[config.mk]
export PLATFORM = sky130hd
export DESIGN_NAME = dot_product_sequencer
export DESIGN_NICKNAME = d
export VERILOG_FILES = /design/src/rtl/dot_product_sequencer_pkg.sv /design/src/rtl/dot_product_sequencer_mac.sv /design/src/rtl/dot_product_sequencer.sv
export SDC_FILE = /design/constraint.sdc
export NUM_CORES = 1
export LEC_CHECK = 0
export CORE_MARGIN = 5
export CORE_UTILIZATION = 25
export DETAILED_ROUTE_END_ITERATION = 8
export SLEW_MARGIN = 0
export SYNTH_ARGS = -nofsm -noshare
export SYNTH_HDL_FRONTEND = slang
export SYNTH_HIERARCHICAL = 1
export SYNTH_SLANG_ARGS = --single-unit
[constraint.sdc]
create_clock -name clk -period 12.3 [get_ports clk]
set_input_delay 3.075 -clock clk [delete_from_list [all_inputs] [get_ports clk]]
set_output_delay 3.075 -clock clk [all_outputs]
set_load 0.02 [all_outputs]
[src/rtl/dot_product_sequencer_pkg.sv]
// Shared constants and FSM encoding for the dot-product blocks (sequential and parallel).
package dot_product_sequencer_pkg;

   localparam int DP_DATA_W  = 8;
   localparam int DP_ACC_W   = 16;
   localparam int DP_MAX_LEN = 4;
   localparam int DP_LEN_W   = 3;

   typedef enum logic [1:0] {
      ST_IDLE  = 2'd0,
      ST_ACCUM = 2'd1,
      ST_DONE  = 2'd2
   } state_t;

endpackage

[src/rtl/dot_product_sequencer_mac.sv]
// Combinational multiply-accumulate: acc_out = acc_in + a*b modulo 2^ACC_W,
// ovf set when the exact sum does not fit in ACC_W bits.
module mac_unit #(
   parameter int DATA_W = 8,
   parameter int ACC_W  = 16
) (
   input  logic [DATA_W-1:0] a,
   input  logic [DATA_W-1:0] b,
   input  logic [ACC_W-1:0]  acc_in,
   output logic [ACC_W-1:0]  acc_out,
   output logic              ovf
);

   // Wide enough for the full product and one carry bit past the accumulator.
   localparam int PW = 2 * DATA_W;
   localparam int SW = ((PW > ACC_W) ? PW : ACC_W) + 1;

   logic [SW-1:0] prod_s;
   logic [SW-1:0] sum_s;

   assign prod_s  = SW'(a) * SW'(b);
   assign sum_s   = SW'(acc_in) + prod_s;
   assign acc_out = sum_s[ACC_W-1:0];
   assign ovf     = |sum_s[SW-1:ACC_W];

endmodule

[src/rtl/dot_product_sequencer.sv]
// Time-multiplexed unsigned dot product: one MAC, element pairs streamed over valid/ready,
// result returned over valid/ready with a sticky overflow flag.
module dot_product_sequencer
   import dot_product_sequencer_pkg::*;
#(
   parameter int DATA_W  = DP_DATA_W,
   parameter int ACC_W   = DP_ACC_W,
   parameter int MAX_LEN = DP_MAX_LEN,
   parameter int LEN_W   = DP_LEN_W
) (
   input  logic              clk,
   input  logic              rst_n,
   input  logic              start,
   input  logic [LEN_W-1:0]  len,
   output logic              busy,
   input  logic              in_valid,
   output logic              in_ready,
   input  logic [DATA_W-1:0] a_in,
   input  logic [DATA_W-1:0] b_in,
   output logic              res_valid,
   input  logic              res_ready,
   output logic [ACC_W-1:0]  result,
   output logic              overflow
);

   state_t            state_r, state_nx_s;
   logic [ACC_W-1:0]  acc_r, mac_acc_s;
   logic              ovf_r, mac_ovf_s;
   logic [LEN_W-1:0]  count_r;
   logic              busy_r, in_ready_r, res_valid_r;
   logic              load_s, zero_job_s, accept_s;

   mac_unit #(.DATA_W(DATA_W), .ACC_W(ACC_W)) u_mac (
      .a       (a_in),
      .b       (b_in),
      .acc_in  (acc_r),
      .acc_out (mac_acc_s),
      .ovf     (mac_ovf_s)
   );

   // Next-state and datapath control decode.
   always_comb begin
      state_nx_s = state_r;
      load_s     = 1'b0;
      zero_job_s = 1'b0;
      accept_s   = 1'b0;
      case (state_r)
         ST_IDLE: begin
            if (start) begin
               if (len == LEN_W'(0)) begin
                  zero_job_s = 1'b1;
                  state_nx_s = ST_DONE;
               end else if (int'(len) <= MAX_LEN) begin
                  load_s     = 1'b1;
                  state_nx_s = ST_ACCUM;
               end else begin
                  state_nx_s = ST_IDLE;
               end
            end else begin
               state_nx_s = ST_IDLE;
            end
         end
         ST_ACCUM: begin
            if (in_valid) begin
               accept_s = 1'b1;
               if (count_r == LEN_W'(1)) begin
                  state_nx_s = ST_DONE;
               end else begin
                  state_nx_s = ST_ACCUM;
               end
            end else begin
               state_nx_s = ST_ACCUM;
            end
         end
         ST_DONE: begin
            if (res_ready) begin
               state_nx_s = ST_IDLE;
            end else begin
               state_nx_s = ST_DONE;
            end
         end
         default: begin
            state_nx_s = ST_IDLE;
         end
      endcase
   end

   // State, accumulator, counter and handshake outputs; status flags are registered from next state.
   always_ff @(posedge clk) begin
      if (!rst_n) begin
         state_r     <= ST_IDLE;
         acc_r       <= {ACC_W{1'b0}};
         ovf_r       <= 1'b0;
         count_r     <= {LEN_W{1'b0}};
         busy_r      <= 1'b0;
         in_ready_r  <= 1'b0;
         res_valid_r <= 1'b0;
      end else begin
         state_r     <= state_nx_s;
         busy_r      <= (state_nx_s != ST_IDLE);
         in_ready_r  <= (state_nx_s == ST_ACCUM);
         res_valid_r <= (state_nx_s == ST_DONE);
         if (load_s || zero_job_s) begin
            acc_r <= {ACC_W{1'b0}};
            ovf_r <= 1'b0;
         end else if (accept_s) begin
            acc_r <= mac_acc_s;
            ovf_r <= ovf_r | mac_ovf_s;
         end
         if (load_s) begin
            count_r <= len;
         end else if (accept_s) begin
            count_r <= count_r - LEN_W'(1);
         end
      end
   end

   assign busy      = busy_r;
   assign in_ready  = in_ready_r;
   assign res_valid = res_valid_r;
   assign result    = acc_r;
   assign overflow  = ovf_r;

endmodule

# After elaboration in Yosys (flattened, before gate mapping)
# Cells that the tools add are included.
word_totals:
  ff_bits: 25
  input_bits: 24
  output_inout_bits: 20
classes:
  addsub: 2
  multipliers: 1
  magnitude_cmp: 1
  n_eq_ne: 5
  muxes: 18
  n_bitwise: 2
  n_reduce_logical: 6
op_table:
  columns: ["op", "count"]
  rows:
  - ["16-bit by 16-bit adder with 17-bit output", 1]
  - ["8-bit by 8-bit multiplier with 16-bit output", 1]
  - ["1-bit 2-to-1 mux", 10]
  - ["2-bit 2-to-1 mux", 5]
  - ["3-bit 2-to-1 mux", 2]
  - ["2-bit one-hot mux with 3 select lines", 1]
  - ["2-bit by 1-bit == test with 1-bit output, second input constant", 2]
  - ["2-bit == test, second input constant", 2]
  - ["2-bit nonzero test", 2]
  - ["3-bit by 1-bit == test with 1-bit output, second input constant", 1]
  - ["3-bit <= comparator, second input constant", 1]
  - ["3-bit zero test", 1]
  - ["3-bit by 1-bit subtractor with 3-bit output, second input constant", 1]
  - ["2-bit zero test", 1]
  - ["2-bit OR reduction", 1]
  - ["1-bit logical OR", 1]
  - ["1-bit inverter", 1]
  - ["1-bit OR", 1]

# Logic depth before layout (Yosys ltp)
# Gate-level depths: netlist (run 1).
depth:
  ltp_word: 7
  depth_mapped: 17

# Hierarchy
# Netlist (run 1), hierarchy kept.
modules_own_cells:
  columns: ["module", "n_inst", "cells_per_inst", "area_each_um2", "seq_area_each_um2"]
  rows:
  - ["mac_unit", 1, 309, 2542.4, 0.0]
  - ["dot_product_sequencer", 1, 118, 1053.5, 500.5]

# Worst setup path after synthesis (run 1)
# Ideal clock, no wire load.
synth_timing:
  kind: "input to register"
  start: "input a_in[0]"
  end: "register acc_r[10] (netlist: result[10])"
  setup_time_ps: 70
  arrival_ps: 6733
  path_slack_ps: 5497
  stages: 16
  n_path_buf: 0
  cell_sequence: "nand2_1 fa_1 fa_1 inv_1 fa_1 inv_1 fa_1 inv_1 ha_1 a21oi_2 and2_4 a21boi_2 or4_1 nand3_1 nand2_1 a21oi_1"
synth_via:
  elab_chain_cells: 2
synth_rtl:
  columns: ["element", "line_no", "rtl"]
  rows:
  - ["from (decl)", "dot_product_sequencer.sv:18", "input logic [DATA_W-1:0] a_in,"]
  - ["8-bit by 8-bit multiplier with 16-bit output", "dot_product_sequencer_mac.sv:21", "assign prod_s = SW'(a) * SW'(b);"]
  - ["16-bit by 16-bit adder with 17-bit output", "dot_product_sequencer_mac.sv:22", "assign sum_s = SW'(acc_in) + prod_s;"]
  - ["named net mac_acc_s[10]", "dot_product_sequencer.sv:27", "logic [ACC_W-1:0] acc_r, mac_acc_s;"]
  - ["to (signal assigned)", "dot_product_sequencer.sv:92", "acc_r <= {ACC_W{1'b0}};"]
  - ["to (signal assigned)", "dot_product_sequencer.sv:104", "acc_r <= {ACC_W{1'b0}};"]
  - ["to (signal assigned)", "dot_product_sequencer.sv:107", "acc_r <= mac_acc_s;"]
  - ["to (decl)", "dot_product_sequencer.sv:27", null]
# The timed path passes the listed nets, and every way through them passes these cells.
# A chain may end at the register's enable or synchronous reset.

# Worst setup path after layout (run 1)
# Same ends and word-level chain as after synthesis.

==> results.ini, run 1 <==
[status]
outcome=completed

[global_routing]
grt_max_degree=23
overflow=0
grt_pass1_wl_um=14700
grt_use_total_pct=10.6
antenna_found_initial=0
grt_pass1_vias=3002

[layout]
drive_gt1_share_pct=2.78
nNetsFinal=583
num_antenna_cells=0
areaGrowthSynthToFinish_pct=19.2

[detailed_routing]
drtIter0Drc=94
dr_total_vias=2823
firstDrtPassIters=4
vias_per_cell=4.36
drcViolationCount=0
drt-total-wl_um=8290
antenna_left=0
wire_per_inst_um=12.8

[clock_network]
cts_resized=0
postCtsSetupRepairBufs=0
hold_buffers=0
htreeDepth=1
cts_tree=yes
numClockSinks=25
path_clk_slew_ns=0.06
clock-root-buffer=clkbuf_16
clk_path_buf_depth=2
clk_latency_ns=0.26
cts_inserted_buffers=3

[timing]
min_period_ns=7.48
slew_violations=0
setup_viol=0
finalHoldViolCount=0
worst_pin_slew_ns=0.934
rsz0062_at_grt=false
final.period_utilization_pct=60.9
clock_skew_ns=0.00960
layout_setup_ws_ns=4.82
fin_tns_setup_ns=0
hold_ws_ns=0.480
slew_headroom_pct=37.5
clock.fmax_ghz=0.134

[floorplan]
placementRows=43
core_area_um2=14000
fp.dieW_um=130
initial_core_util_pct=25.7
die_h_um=130
fp.dieArea_um2=16900
io_pins=44

[placement]
gp_congestion=0.787
io_buffers=43
dp_slack_ns=4.55
hpwl_um=7100

[logic_synthesis]
synthArstFlopShare_pct=0
netlist_area_um2=3600
yosys_warnings=6
synthTopCellsByArea=fa_1 28%, dfxtp_1 14%, ha_1 14%, inv_1 10%, nand2_1 7.7%
synth-seq-cells=25
synth-main-ff-cell=dfxtp_1
ys_types=44
synth_top_cell_area_share_pct=28.4
synth.avg_cell_area_um2=8.42
synth_edf_count=0
synth_common_cells=99 x inv_1, 74 x nand2_1, 51 x fa_1
ys_seq_area_share_pct=13.9
synth_top_area_cell=fa_1
yosysMostFrequentCell=inv_1
synth_nets=541
synth_cells=427

[critical_path]
slowest_delay_ns=0.62
critPathKind=in -> reg
path_delay_family=adder cells
crit_path_max_fanout=8
path_cells=clkdlybuf4s50_1, nand2_1, fa_1, fa_1, inv_1, fa_1, inv_1, fa_1, inv_1, ha_1, a21oi_2, and2_4, a21boi_2, or4_1, nand3_1, nand2_1, a21oi_1
critPathSlowestCell=clkdlybuf4s50_1
cp.required_ns=12.49
worstPathArrival_ns=7.67
rrSetupSlack_ns=8.08
crit_top_cell=fa_1
end_kind=flop
critical_path_buf_inv_count=4
critPathLaunchType=input pin

[pwr]
p_leak_uw=0.00203
max-vdd-ir-drop_mv=0.0557
power.density_nw_per_um2=135

[job]
max-cap-violations=0

[min_path]
hold_class=reg -> reg

-- registers in the layout (all words and copies together) (netlist names) --
name / flops
state_r: 2
busy: 1
overflow: 1
result: 16
count_r: 3
res_valid: 1
in_ready: 1
-- worst paths after layout --
path,startpoint,endpoint,depth (start not counted)
setup reg to reg,result[7],result[10],16
setup / recovery,a_in[0],result[10],17
hold reg to reg,overflow,overflow,2
hold / removal,overflow,overflow,2
-- per-stage QoR --
| step | instance area [um2] | power, uW | instances | utilization [%] |
|---|---|---|---|---|
| after floorplan | 3600 | 410 | 427 | - |
| after global placement | 4200 | 495 | 644 | 30.0 |
| after detailed placement | 4200 | 501 | 644 | 30.0 |
| after CTS | 4290 | 583 | 648 | 30.6 |
| after global routing | 4290 | 650 | 648 | 30.6 |
| final | 4290 | 579 | 648 | 30.6 |
-- where the power goes --
group / switching (uW) / leakage, uW / internal [uW]
Clock: 31.6 / 0.0000415 / 44.9
Combinational: 233 / 0.00178 / 176
Sequential: 6.63 / 0.000203 / 87.0
-- kinds of logic (layout without fill, tap and decap cells) --
group,count (synthesis),count (layout),synth area share [%]
simple gates,143,143,19.7
buf+inv,105,146,11.7
fa+ha+maj,90,90,42.0
compound gates,55,55,10.5
flops,25,25,13.9
xor+xnor,9,9,2.19
-- tightest hold or removal path: cells and delay by family (launching register included) --
kind               cells  cell delay (ns)
and+or+nand+nor        1             0.07
DFF                    1             0.33
AOI/OAI and AO/OA      1             0.04
-- placed cells by master, fill, tap and decap left out, types with 4 or more instances in the layout --
cell type,Yosys,final
a21o_1,5,5
a21oi_1,28,28
and2_1,28,28
clkdlybuf4s50_1,0,43
dfxtp_1,25,25
fa_1,51,51
ha_1,39,39
inv_1,99,99
nand2_1,74,74
nand3_1,4,4
nand4_1,4,4
nor2_1,11,11
nor3_1,5,5
o211ai_1,4,4
xnor2_1,6,6
-- metal layers --
layer / routed length, um / GRT usage (%) / part of all wire, %
met4: 86 / 2.08 / 1.0
met2: 3960 / 18.2 / 48
met3: 296 / 1.43 / 3.6
met1: 3950 / 14.3 / 48
met5: 0 / 0 / 0
-- cell type report --
type	instances	area, um2
clock buffers	3	75.1
clock inverters	1	8.76
fillers	1504	9700
inverters	99	372
multi-input cells	297	2670
flip-flops and latches	25	500
well taps	180	225
repair buffers	43	430
(Power assumes the default switching activity.)
==> run 2: changes to the inputs <==
==> constraint.sdc (replaced) <==
create_clock -name clk -period 6.9 [get_ports clk]
set_input_delay 1.725 -clock clk [delete_from_list [all_inputs] [get_ports clk]]
set_output_delay 1.725 -clock clk [all_outputs]
set_load 0.02 [all_outputs]
==> results.ini, run 2 (same netlist as run 1, synthesis figures left out) <==
[status]
outcome=completed  ; unchanged

[detailed_routing]
dr_total_vias=2817  ; was 2823
vias_per_cell=4.35  ; was 4.36
drcViolationCount=0  ; unchanged
antenna_left=0  ; unchanged
firstDrtPassIters=4  ; unchanged
wire_per_inst_um=12.7  ; was 12.8 um
drtIter0Drc=90  ; was 94
drt-total-wl_um=8230  ; was 8290 um

[global_routing]
antenna_found_initial=0  ; unchanged
grt_pass1_vias=3054  ; was 3002
grt_pass1_wl_um=14900  ; was 14700 um
grt_max_degree=23  ; unchanged
overflow=0  ; unchanged
grt_use_total_pct=10.6  ; about the same

[floorplan]
die_h_um=130  ; unchanged
placementRows=43  ; unchanged
initial_core_util_pct=25.7  ; unchanged
fp.dieW_um=130  ; unchanged
fp.dieArea_um2=16900  ; unchanged
io_pins=44  ; unchanged
core_area_um2=14000  ; unchanged

[clock_network]
cts_tree=yes  ; unchanged
numClockSinks=25  ; unchanged
postCtsSetupRepairBufs=0  ; unchanged
path_clk_slew_ns=0.07  ; was 0.06 ns
clk_latency_ns=0.26  ; about the same
hold_buffers=0  ; unchanged
clk_path_buf_depth=2  ; unchanged
cts_inserted_buffers=3  ; unchanged
htreeDepth=1  ; unchanged
cts_resized=0  ; unchanged
clock-root-buffer=clkbuf_16  ; unchanged

[layout]
drive_gt1_share_pct=2.78  ; unchanged
areaGrowthSynthToFinish_pct=19.2  ; unchanged
nNetsFinal=583  ; unchanged
largest_reg_flops=16  ; unchanged
final_common_cell=inv_1  ; unchanged
final_cell_mix=99 x inv_1, 74 x nand2_1, 51 x fa_1  ; unchanged
nFillCells=1501  ; was 1504
num_antenna_cells=0  ; unchanged

[placement]
dp_slack_ns=0.500  ; was 4.55 ns
io_buffers=43  ; unchanged
hpwl_um=7120  ; was 7100 um
gp_congestion=0.787  ; unchanged

[critical_path]
r2r_start=result[7]  ; unchanged
worstPathArrival_ns=6.31  ; was 7.67 ns
r2r-end=result[10]  ; unchanged
cp.required_ns=7.09  ; was 12.49 ns
rrSetupSlack_ns=2.70  ; was 8.08 ns
crit_path_max_fanout=8  ; unchanged
critPathKind=in -> reg  ; unchanged
end_kind=flop  ; unchanged
critPathLaunchType=input pin  ; unchanged
rr_worst_depth=16  ; unchanged

[min_path]
hold_end=overflow  ; unchanged
hold-path-cell-count=2  ; unchanged
hp-start=overflow  ; unchanged
hold_class=reg -> reg  ; unchanged

[pwr]
p_int_uw=547  ; was 308 uW
power.density_nw_per_um2=240  ; was 135 nW/um2
max-vdd-ir-drop_mv=0.103  ; was 0.0557 mV
power.switching_uw=480  ; was 271 uW
p_comb_share_pct=70.6  ; about the same
p_sw_share_pct=46.7  ; was 46.8%
pwr-share-seq_pct=16.2  ; about the same
p_clk_share_pct=13.2  ; about the same
p_leak_uw=0.00203  ; unchanged

[timing]
layout_setup_ws_ns=0.782  ; was 4.82 ns
worst_pin_slew_ns=0.929  ; was 0.934 ns
clock_skew_ns=0.00859  ; was 0.00960 ns
min_period_ns=6.12
slew_violations=0  ; unchanged
slew_headroom_pct=37.9  ; was 37.5%
finalHoldViolCount=0  ; unchanged
clock.fmax_ghz=0.163
final.period_utilization_pct=88.7
fin_tns_setup_ns=0  ; unchanged
setup_viol=0  ; unchanged
rsz0062_at_grt=false  ; unchanged

[job]
max-cap-violations=0  ; unchanged

run 2: cell counts in the layout (fill, tap and decap cells not counted):
Identical to the previous run, type by type.
run 2: area by class of cell:
| type | instances | area [um2] | area share (%) |
|---|---|---|---|
| Multi-Input combinational cell | 297 | 2670 | 62.4 |
| Sequential cell | 25 | 500 | 11.7 |
| Timing Repair Buffer | 43 | 430 | 10.0 |
| Inverter | 99 | 372 | 8.67 |
| Tap cell | 180 | 225 | 5.26 |
| Clock buffer | 3 | 75.1 | 1.75 |
| Clock inverter | 1 | 8.76 | 0.204 |
run 2: how the worst max path moves through the flow:
stage | startpoint | endpoint | slack (ns) | cells past startpoint
floorplan | a_in[0] | result[10] | 1.45 | 16
finish | a_in[0] | result[10] | 0.78 | 17
CTS | a_in[1] | result[14] | 0.76 | 17
detailed placement | a_in[1] | result[14] | 0.50 | 17
global route | b_in[7] | result[15] | 0.52 | 17
global placement | b_in[7] | result[10] | 0.60 | 17
run 2: power groups by stage:
| stage | logic, uW | registers [uW] | clock network, uW |
|---|---|---|---|
| floorplan | 556 | 176 | 0 |
| global placement | 712 | 170 | 0 |
| global route | 840 | 169 | 151 |
| detailed placement | 723 | 170 | 0 |
| CTS | 731 | 167 | 143 |
| finish | 725 | 167 | 136 |
run 2: layer usage:
| metal | GRT usage [%] | wire, um | up-vias |
|---|---|---|---|
| met5 | 0 | 0 | - |
| met4 | 2.20 | 70 | 0 |
| met3 | 1.43 | 336 | 7 |
| met2 | 18.1 | 3950 | 49 |
| met1 | 14.5 | 3880 | 1353 |
| li1 | - | - | 1408 |
run 2: critical path, cell delays in order:
cell and delay [ns]:
clkdlybuf4s50_1 0.63, nand2_1 0.13, fa_1 0.52, fa_1 0.56, inv_1 0.07, fa_1 0.53, inv_1 0.06, fa_1 0.54
inv_1 0.04, ha_1 0.36, a21oi_2 0.22, and2_4 0.19, a21boi_2 0.06, or4_1 0.40, nand3_1 0.09, nand2_1 0.05
a21oi_1 0.12
run 2: stage by stage:
step	hold WS [ns]	util [%]	cell area (um2)	std cells	power, uW
floorplan	0.533	-	3600	427	732
global placement	0.459	30.0	4200	644	882
detailed placement	0.476	30.0	4200	644	894
CTS	0.491	30.6	4290	648	1040
global route	0.522	30.6	4290	648	1160
finish	0.487	30.6	4290	648	1030
==> run 3: changes to the inputs <==
--- a/config.mk
+++ b/config.mk
@@ -5,6 +5,7 @@
 export SDC_FILE = /design/constraint.sdc
 export NUM_CORES = 1
 export LEC_CHECK = 0
+export CORE_ASPECT_RATIO = 1.1
 export CORE_MARGIN = 5
 export CORE_UTILIZATION = 25
 export DETAILED_ROUTE_END_ITERATION = 8
==> constraint.sdc (replaced) <==
create_clock -name clk -period 6.9 [get_ports clk]
set_input_delay 1.725 -clock clk [delete_from_list [all_inputs] [get_ports clk]]
set_output_delay 1.725 -clock clk [all_outputs]
set_load 0.1 [all_outputs]
==> results.ini, run 3 (same netlist as run 1, synthesis figures left out) <==
[status]
outcome=completed  ; unchanged

[layout]
fin_cells=660  ; was 648
final_common_cell=inv_1  ; unchanged
num_antenna_cells=0  ; unchanged
areaGrowthSynthToFinish_pct=19.6  ; was 19.2%
largest_reg_flops=16  ; unchanged
final_cell_mix=99 x inv_1, 74 x nand2_1, 51 x fa_1  ; unchanged
postLayoutCellArea_um2=4300  ; was 4290 um2
nNetsFinal=583  ; unchanged
drive_gt1_share_pct=2.78  ; unchanged

[detailed_routing]
drt-total-wl_um=8150  ; was 8230 um
antenna_left=0  ; unchanged
vias_per_cell=4.27  ; was 4.35
dr_total_vias=2815  ; was 2817
drcViolationCount=0  ; unchanged
drtIter0Drc=88  ; was 90
firstDrtPassIters=4  ; unchanged
wire_per_inst_um=12.3  ; was 12.7 um

[placement]
dp_slack_ns=0.549  ; was 0.500 ns
placed_area_um2=4220  ; was 4200 um2
io_buffers=43  ; unchanged
dp_cells=656  ; was 644
hpwl_um=7010  ; was 7120 um
gp_congestion=0.876  ; was 0.787

[pwr]
p_comb_share_pct=71.6  ; was 70.6%
power.switching_uw=526  ; was 480 uW
p_leak_uw=0.00203  ; unchanged
p_sw_share_pct=49.0  ; was 46.7%
p_int_uw=547  ; about the same
p_clk_share_pct=12.8  ; was 13.2%
max-vdd-ir-drop_mv=0.0920  ; was 0.103 mV
pwr-share-seq_pct=15.5  ; was 16.2%
power.density_nw_per_um2=249  ; was 240 nW/um2

[floorplan]
placementRows=46  ; was 43
initial_core_util_pct=25.2  ; was 25.7%
core_area_um2=14300  ; was 14000 um2
fp.dieW_um=124  ; was 130 um
io_pins=44  ; unchanged
fp.dieArea_um2=16900  ; about the same
die_h_um=136  ; was 130 um

[critical_path]
critPathSlowestCell=clkdlybuf4s50_1  ; unchanged
path_cells=clkdlybuf4s50_1, nand2_1, fa_1, fa_1, inv_1, fa_1, inv_1, fa_1, inv_1, ha_1, a21oi_2, and2_4, a21boi_2, or4_1, nand3_1, nand2_1, a21oi_1  ; unchanged
slowest_delay_ns=0.63  ; about the same
critPathLaunchType=input pin  ; unchanged
worstPathArrival_ns=6.31  ; about the same
crit_path_max_fanout=8  ; unchanged
crit_top_cell=fa_1  ; unchanged
end_kind=flop  ; unchanged
critical_path_buf_inv_count=4  ; unchanged
path_delay_family=adder cells  ; unchanged
critPathKind=in -> reg  ; unchanged
cp.required_ns=7.09  ; about the same

[global_routing]
grt_pass1_vias=3041  ; was 3054
grt_pass1_wl_um=14400  ; was 14900 um
antenna_found_initial=0  ; unchanged
grt_max_degree=23  ; unchanged
grt_use_total_pct=10.1  ; was 10.6%
overflow=0  ; unchanged

[timing]
slew_headroom_pct=33.2  ; was 37.9%
worst_pin_slew_ns=0.999  ; was 0.929 ns
setup_viol=0  ; unchanged
clock_skew_ns=0.00584  ; was 0.00859 ns
fin_tns_setup_ns=0  ; unchanged
hold_ws_ns=0.485  ; was 0.487 ns
rsz0062_at_grt=false  ; unchanged
final.period_utilization_pct=88.6  ; was 88.7%
clock.fmax_ghz=0.164  ; was 0.163 GHz
min_period_ns=6.11  ; was 6.12 ns
finalHoldViolCount=0  ; unchanged
slew_violations=0  ; unchanged
layout_setup_ws_ns=0.788  ; was 0.782 ns

[clock_network]
hold_buffers=0  ; unchanged
clk_latency_ns=0.27  ; was 0.26 ns
clk_path_buf_depth=2  ; unchanged
clock-root-buffer=clkbuf_16  ; unchanged
htreeDepth=1  ; unchanged
numClockSinks=25  ; unchanged
cts_inserted_buffers=3  ; unchanged
postCtsSetupRepairBufs=0  ; unchanged
cts_tree=yes  ; unchanged
cts_resized=0  ; unchanged
path_clk_slew_ns=0.07  ; about the same

[min_path]
hold_class=reg -> reg  ; unchanged

[job]
max-cap-violations=0  ; unchanged

run 3: metrics by stage:
stage                     util, %  power [uW]
final                        30.1        1070
after global routing         30.1        1190
after CTS                    30.1        1090
after detailed placement     29.5         933
after global placement       29.5         929
after floorplan                 -         781
run 3: worst paths after layout:
check / start / endpoint / slack (ns) / cells past startpoint
min reg2reg: result[1] / result[1] / 0.48 / 2
max: b_in[7] / result[10] / 0.79 / 17
min: result[1] / result[1] / 0.48 / 2
max reg2reg: result[7] / result[10] / 2.65 / 16
run 3: per-layer routing:
metal / wire length (um) / vias up / global-route usage (%)
li1: - / 1410 / -
met1: 3760 / 1346 / 13.1
met2: 4030 / 46 / 17.8
met3: 212 / 13 / 1.06
met4: 155 / 0 / 3.23
met5: 0 / - / 0
run 3: power groups by stage:
stage               combinational, uW  sequential (uW)  clock [uW]
finish                            769              167         137
global route                      871              169         149
CTS                               773              167         145
detailed placement                763              170           0
global placement                  759              170           0
floorplan                         556              225           0
run 3: cell type report:
| type | count | area (um2) |
|---|---|---|
| Timing Repair Buffer | 43 | 430 |
| Sequential cell | 25 | 500 |
| Tap cell | 192 | 240 |
| Clock inverter | 1 | 8.76 |
| Fill cell | 1558 | 9970 |
| Clock buffer | 3 | 75.1 |
| Multi-Input combinational cell | 297 | 2670 |
| Inverter | 99 | 372 |
run 3: worst register-to-register path, cell delays in order, from the launching register on:
cell	delay (ns)
dfxtp_1	0.41
inv_1	0.09
fa_1	0.53
inv_1	0.05
fa_1	0.46
fa_1	0.49
inv_1	0.06
fa_1	0.53
inv_1	0.04
ha_1	0.36
a21oi_2	0.23
and2_4	0.19
a21boi_2	0.06
or4_1	0.41
nand3_1	0.10
nand2_1	0.05
a21oi_1	0.12
